==> src/rtl/if_fetch.sv <==
// Instruction-fetch stage: owns the PC, drives a synchronous-read
// instruction RAM and presents PC+4 / instruction to IF/ID.
// Also keeps wrapping debug counters of delivered and stalled fetches.
module if_fetch #(
   parameter logic [31:0] RESET_PC = 32'h0000_0000,
   parameter int          IMEM_AW  = 14,
   parameter logic [31:0] NOP_INST = 32'h0000_0013
) (
   input  logic               clk,
   input  logic               rstn,
   input  logic               Pause,
   input  logic               Redirect,
   input  logic [31:0]        redirect_pc,
   output logic [IMEM_AW-1:0] imem_addr,
   input  logic [31:0]        imem_rdata,
   output logic [31:0]        IF_pc4_i,
   output logic [31:0]        IF_inst,
   output logic [31:0]        fetch_cnt,
   output logic [31:0]        stall_cnt
);

   // Word-aligned reset PC; the low two bits of the parameter are ignored.
   localparam logic [31:0] RESET_PC_W = {RESET_PC[31:2], 2'b00};

   typedef enum logic {BOOT = 1'b0, RUN = 1'b1} state_t;

   state_t      state;
   state_t      state_next;
   logic [31:0] pc_q;
   logic [31:0] pc_next;
   logic [31:0] redirect_pc_w;
   logic        unused_bits;

   assign redirect_pc_w = {redirect_pc[31:2], 2'b00};

   // The RAM address comes straight from pc_next so the data lines up with
   // pc_q one clock later; upper address bits simply alias.
   assign imem_addr = pc_next[IMEM_AW+1:2];

   // Bits that are dropped on purpose (alignment and RAM aliasing).
   assign unused_bits = ^{redirect_pc[1:0], pc_next[1:0], pc_next[31:IMEM_AW+2]};

   // State register: BOOT after reset, RUN from the first edge after release.
   always_ff @(posedge clk or negedge rstn) begin
      if (!rstn) begin
         state <= BOOT;
      end else begin
         state <= state_next;
      end
   end

   // Next-state logic: BOOT lasts exactly one cycle, RUN holds until reset.
   always_comb begin
      state_next = state;
      case (state)
         BOOT:    state_next = RUN;
         RUN:     state_next = RUN;
         default: state_next = BOOT;
      endcase
   end

   // Next fetch address: boot vector, then redirect, then pause, then +4.
   always_comb begin
      pc_next = pc_q + 32'd4;
      if (state == BOOT && !Redirect) begin
         pc_next = RESET_PC_W;
      end else if (Redirect) begin
         pc_next = redirect_pc_w;
      end else if (Pause) begin
         pc_next = pc_q;
      end
   end

   // PC register: tracks the address whose RAM data is visible this cycle.
   always_ff @(posedge clk or negedge rstn) begin
      if (!rstn) begin
         pc_q <= RESET_PC_W;
      end else begin
         pc_q <= {pc_next[31:2], 2'b00};
      end
   end

   // Debug counters: only count in RUN; a redirect cycle counts as neither.
   always_ff @(posedge clk or negedge rstn) begin
      if (!rstn) begin
         fetch_cnt <= 32'd0;
         stall_cnt <= 32'd0;
      end else if (state == RUN && !Redirect) begin
         if (Pause) begin
            stall_cnt <= stall_cnt + 32'd1;
         end else begin
            fetch_cnt <= fetch_cnt + 32'd1;
         end
      end
   end

   // Outputs: bubble during BOOT since the RAM has not yet been read.
   always_comb begin
      IF_pc4_i = pc_q + 32'd4;
      IF_inst  = (state == RUN) ? imem_rdata : NOP_INST;
   end

endmodule

==> config.mk <==
export PLATFORM = sky130hd
export DESIGN_NAME = if_fetch
export DESIGN_NICKNAME = d
export VERILOG_FILES = /design/src/rtl/if_fetch.sv
export SDC_FILE = /design/constraint.sdc
export NUM_CORES = 1
export LEC_CHECK = 0
export BUFFER_PORTS_ARGS = -buffer_cell sky130_fd_sc_hd__buf_4
export CORE_MARGIN = 3
export CORE_UTILIZATION = 53
export CTS_CLUSTER_SIZE = 28
export DETAILED_ROUTE_END_ITERATION = 6
export GPL_ROUTABILITY_DRIVEN = 0
export GPL_TIMING_DRIVEN = 0
export PLACE_DENSITY_LB_ADDON = 0.05
export SKIP_CTS_REPAIR_TIMING = 1
export SYNTH_ARGS = -nofsm -noshare
export SYNTH_HDL_FRONTEND = slang
export SYNTH_SLANG_ARGS = --single-unit
==> constraint.sdc <==
create_clock -name clk -period 5.85 [get_ports clk]
set_input_delay 1.755 -clock clk [delete_from_list [all_inputs] [get_ports clk]]
set_output_delay 1.755 -clock clk [all_outputs]
set_load 0.01 [all_outputs]
* Yosys cells after proc, flatten, opt, wreduce, memory -nomap -nowiden
Index checks and enable logic that the tools add are counted.
** Storage, ports and cells
- Register bits :: 95
- Bits of input ports :: 68
- Output and inout bits :: 142
- Word-level logic and storage cells :: 20
** Operators by class
- Mux-type cells :: 4
- Equality and inequality tests :: 1
- $add $sub $neg :: 3
- Bitwise operators :: 2
- Reductions and logical operators :: 5
** Operator list (count)
- 32-bit 2-to-1 mux :: 4
- 32-bit by 1-bit adder with 32-bit output (second input constant) :: 2
- 32-bit by 3-bit adder with 32-bit output (second input constant) :: 1
- 2-bit AND reduction :: 2
- 3-bit by 1-bit inequality test with 1-bit output (second input constant) :: 1
- 1-bit logical AND :: 2
- 1-bit inverter :: 2
- 1-bit zero test :: 1

* Longest topological paths before layout
- Depth in word-level cells :: 4
- Gate-level depth with buffers :: 8
- Depth with buffers taken out :: 6

* Worst setup path after synthesis
No wires, ideal clock.
- Path kind :: input-to-output
- From :: in Pause
- To :: out imem_addr[12]
- Data arrival time :: 3.270 ns
- Stages on the path :: 6
- Data required time :: 4.095 ns
- Setup slack :: 0.825 ns
- Cell sequence :: clkbuf_1 -> nor4_1 -> nand2_1 -> xor2_1 -> o31ai_1 -> buf_4
** On the way
- Word-level cells in the longest chain between the ends :: 3
** RTL lines
- start: declaration :: RTL line 11 : input logic Pause,
- 32-bit 2-to-1 mux :: RTL line 69 : end else if (Pause) begin
- 32-bit 2-to-1 mux :: RTL line 67 : end else if (Redirect) begin
- 32-bit 2-to-1 mux :: RTL line 65 : if (state == BOOT && !Redirect) begin
- end: declaration :: RTL line 14 : output logic [IMEM_AW-1:0] imem_addr,
No other way between the ends. The select of a mux whose other input is x is not followed.

* Final worst setup path
Same ends and word-level chain as after synthesis.

==> results.py <==
metrics = {
    "grt": {
        "grt-ovfl-total": 0,
        "grt_max_degree": 96,
        "grt_pass1_vias": 4911,
        "grtUsageTotal": 0.257,
        "antenna_found_initial": 0,
        "grt_pass1_wl_um": 23600,
    },
    "setup_path": {
        "slowest_delay_ns": 0.59,
        "start_kind": "input port",
        "cp.arrival_ns": 3.57,
        "cp_num_buf_inv": 4,
        "worstPathCellList": "buf_4 > clkbuf_1 > nor4_1 > nand2_1 > xor2_1 > o31ai_1 > buf_4 > buf_4",
        "path_delay_family": "simple AND/OR/NAND/NOR gates",
        "cp_max_fo": 10,
        "crit_top_cell": "buf_4",
        "crit_required_ns": 4.09,
        "ff2ff_path_depth": 5,
        "crit_path_end_kind": "output pin",
        "cp_slowest_cell": "nor4_1",
        "cp_num_cells": 8,
        "worstSetupPathType": "in -> out",
    },
    "pwr": {
        "leakagePower_uw": 0.00349,
        "power-per-cell-area_mw_per_mm2": 217,
        "p_total_uw": 1570,
        "ir_worst_vdd_v": 0.000153,
    },
    "clock_tree": {
        "clock-sinks": 95,
        "numCtsBuffers": 9,
        "cts-root-buf": "clkbuf_8",
        "clk_path_buf_depth": 2,
        "clk_pin_slew_ns": 0.09,
        "cts_tree": "done",
        "clkLatencyLatePin_ns": 0.37,
        "h-tree-depth": 3,
    },
    "synthesis": {
        "ys_seq_elements": 95,
        "synth-seq-area-share": 0.447,
        "synthCells": 568,
        "synth_flop_cell": "dfrtp_1",
        "ys_warn_count": 0,
        "synth_cell_type_count": 43,
        "async_flop_share": 1.00,
        "synth_area_leaders": "dfrtp_1 (45%), xnor2_1 (12%), xor2_1 (7.1%)",
        "synth_area_per_cell_um2": 9.37,
        "syn-cell-area_mm2": 0.00532,
        "synth-edff-count": 0,
        "synth_largest_area_cell": "dfrtp_1",
        "netlist.area_leader.share": 0.447,
    },
    "final_layout": {
        "multiInputGateArea_mm2": 0.00269,
        "seq_area_mm2": 0.00238,
        "design_area_mm2": 0.00724,
        "final_cells": 919,
        "synthToLayoutAreaGrowth_pct": 36.0,
        "nets": 856,
        "drive_above_1_share": 0.320,
        "num-fill-cells": 712,
        "n_antenna_cell": 0,
    },
    "route": {
        "viasPerCell": 5.24,
        "drt-total-wl_um": 14300,
        "avgRoutedWirePerCell_um": 15.6,
        "drtIter0Drc": 245,
        "remaining_drc_errors": 0,
        "firstDrtPassIters": 5,
        "vias": 4813,
        "antenna_left": 0,
    },
    "sta": {
        "fin_crit_sh": 0.910,
        "setup_viol": 0,
        "slew_headroom": 0.211,
        "postLayoutSetupSlackWorst_ns": 0.526,
        "clock_skew_ns": 0.0190,
        "hold_viol": 0,
        "fin_hold_ws_ns": 0.477,
        "fmaxAchievable_mhz": 188,
        "period_minus_slack_ns": 5.32,
        "slew_violations": 0,
        "worstMarginPinSlew_ns": 1.18,
        "rsz0062_at_grt": "no",
    },
    "floorplanning": {
        "dieArea_mm2": 0.0113,
        "core_area_mm2": 0.00950,
        "row_count": 35,
        "start_util": 0.560,
        "io_pins": 210,
        "die_w_um": 106,
        "dieHeight_um": 106,
    },
    "flow_run": {
        "max_cap_viol_count": 0,
    },
    "placement": {
        "dp.final_hpwl_um": 10800,
        "placed_area_mm2": 0.00702,
        "io_buffers": 204,
        "dp_slack_ns": -0.00755,
        "dp_cells": 902,
    },
    "outcome": {
        "outcome": "completed",
    },
    "hold_path": {
        "min_path_type": "reg -> reg",
        "min_path_cells": 1,
    },
}
==> power breakdown <==
part / total, uW / leakage, uW / switching, uW / internal [uW]
clock network: 462 / 0.000104 / 255 / 208
registers: 771 / 0.00126 / 67.6 / 703
logic: 339 / 0.00213 / 159 / 181
total: 1570 / 0.00349 / 481 / 1090
==> per-layer routing <==
metal	vias to the layer above	share of wire	GRT usage	routed length, um
li1	2311	-	-	-
met1	2333	0.42	0.325	6050
met2	146	0.50	0.449	7230
met3	23	0.057	0.0504	810
met4	0	0.017	0.0675	237
met5	-	0	0	0
==> Yosys cell counts, drive strengths merged, types with 16 or more instances <==
master and number:
xnor2 75, nand4 21, and2 32, nor3 16
dfrtp 95, buf 20, o21ai 26, nor2 37
nand3 38, nand2 73, clkbuf 22, xor2 43
==> flip-flops by register name, indices dropped and copies added (netlist names) <==
| name | count |
|---|---|
| fetch_cnt | 32 |
| stall_cnt | 32 |
| pc_q | 30 |
| state | 1 |
==> path summary, 6_finish.rpt <==
check                                    from       endpoint  slack [ns]
min in group asynchronous                rstn  stall_cnt[20]        1.61
max in group asynchronous                rstn       pc_q[12]        3.48
worst min-delay path            stall_cnt[31]  stall_cnt[31]        0.48
worst max register to register          state  stall_cnt[24]        3.36
worst min register to register  stall_cnt[31]  stall_cnt[31]        0.48
worst max-delay path                    Pause  imem_addr[12]        0.53
==> worst register-to-register path, delay by kind of cell (launching register included) <==
family        cells  cell delay (ns)
simple gates      4             1.69
flops             1             0.53
xor+xnor          1             0.15
==> per-stage QoR <==
stage,setup TNS (ns),utilization
3_3_place_gp,0,0.739
3_5_place_dp,-0.00755,0.739
2_1_floorplan,0,-
6_report,0,0.762
5_1_grt,0,0.762
4_1_cts,-0.0502,0.761
==> cell usage in the layout (no fill, tap or decap), drive strengths merged, types with 2 or more instances in the layout <==
master | synthesis | layout
mux2 | 2 | 2
nor3b | 2 | 2
buf | 20 | 224
nand3 | 38 | 38
or3 | 2 | 2
nor2b | 5 | 5
xor2 | 43 | 43
o21ai | 26 | 26
dfrtp | 95 | 95
xnor2 | 75 | 75
clkbuf | 22 | 32
or2 | 2 | 2
nor2 | 37 | 37
nand2 | 73 | 73
and2 | 32 | 32
conb | 2 | 3
or4 | 2 | 2
nor4b | 2 | 2
nor3 | 16 | 16
and4 | 9 | 9
and3 | 11 | 11
inv | 7 | 11
ha | 3 | 3
nor4 | 6 | 6
nand4 | 21 | 21
nand4b | 2 | 2
o31ai | 3 | 3
nand2b | 5 | 5
==> cell families (layout without fill, tap and decap cells) <==
family                     after synthesis  count (layout)  synth area share
muxes                                    3               3           0.00611
xor gates and xnor gates               118             118             0.194
adders and majority gates                3               3           0.00705
other                                    2               3           0.00141
AOI/OAI and AO/OA                       31              31            0.0317
DFF                                     95              95             0.447
and+or+nand+nor                        267             267             0.265
buffers and inverters                   49             270            0.0480
==> layout make-up <==
type	instances	share of cell area
repair buffers	205	0.212
multi-input cells	425	0.372
clock inverters	7	0.0123
clock buffers	9	0.0171
inverters	7	0.00363
well taps	129	0.0223
flip-flops and latches	95	0.328
plain buffers	42	0.0316
(Power assumes the default switching activity.)
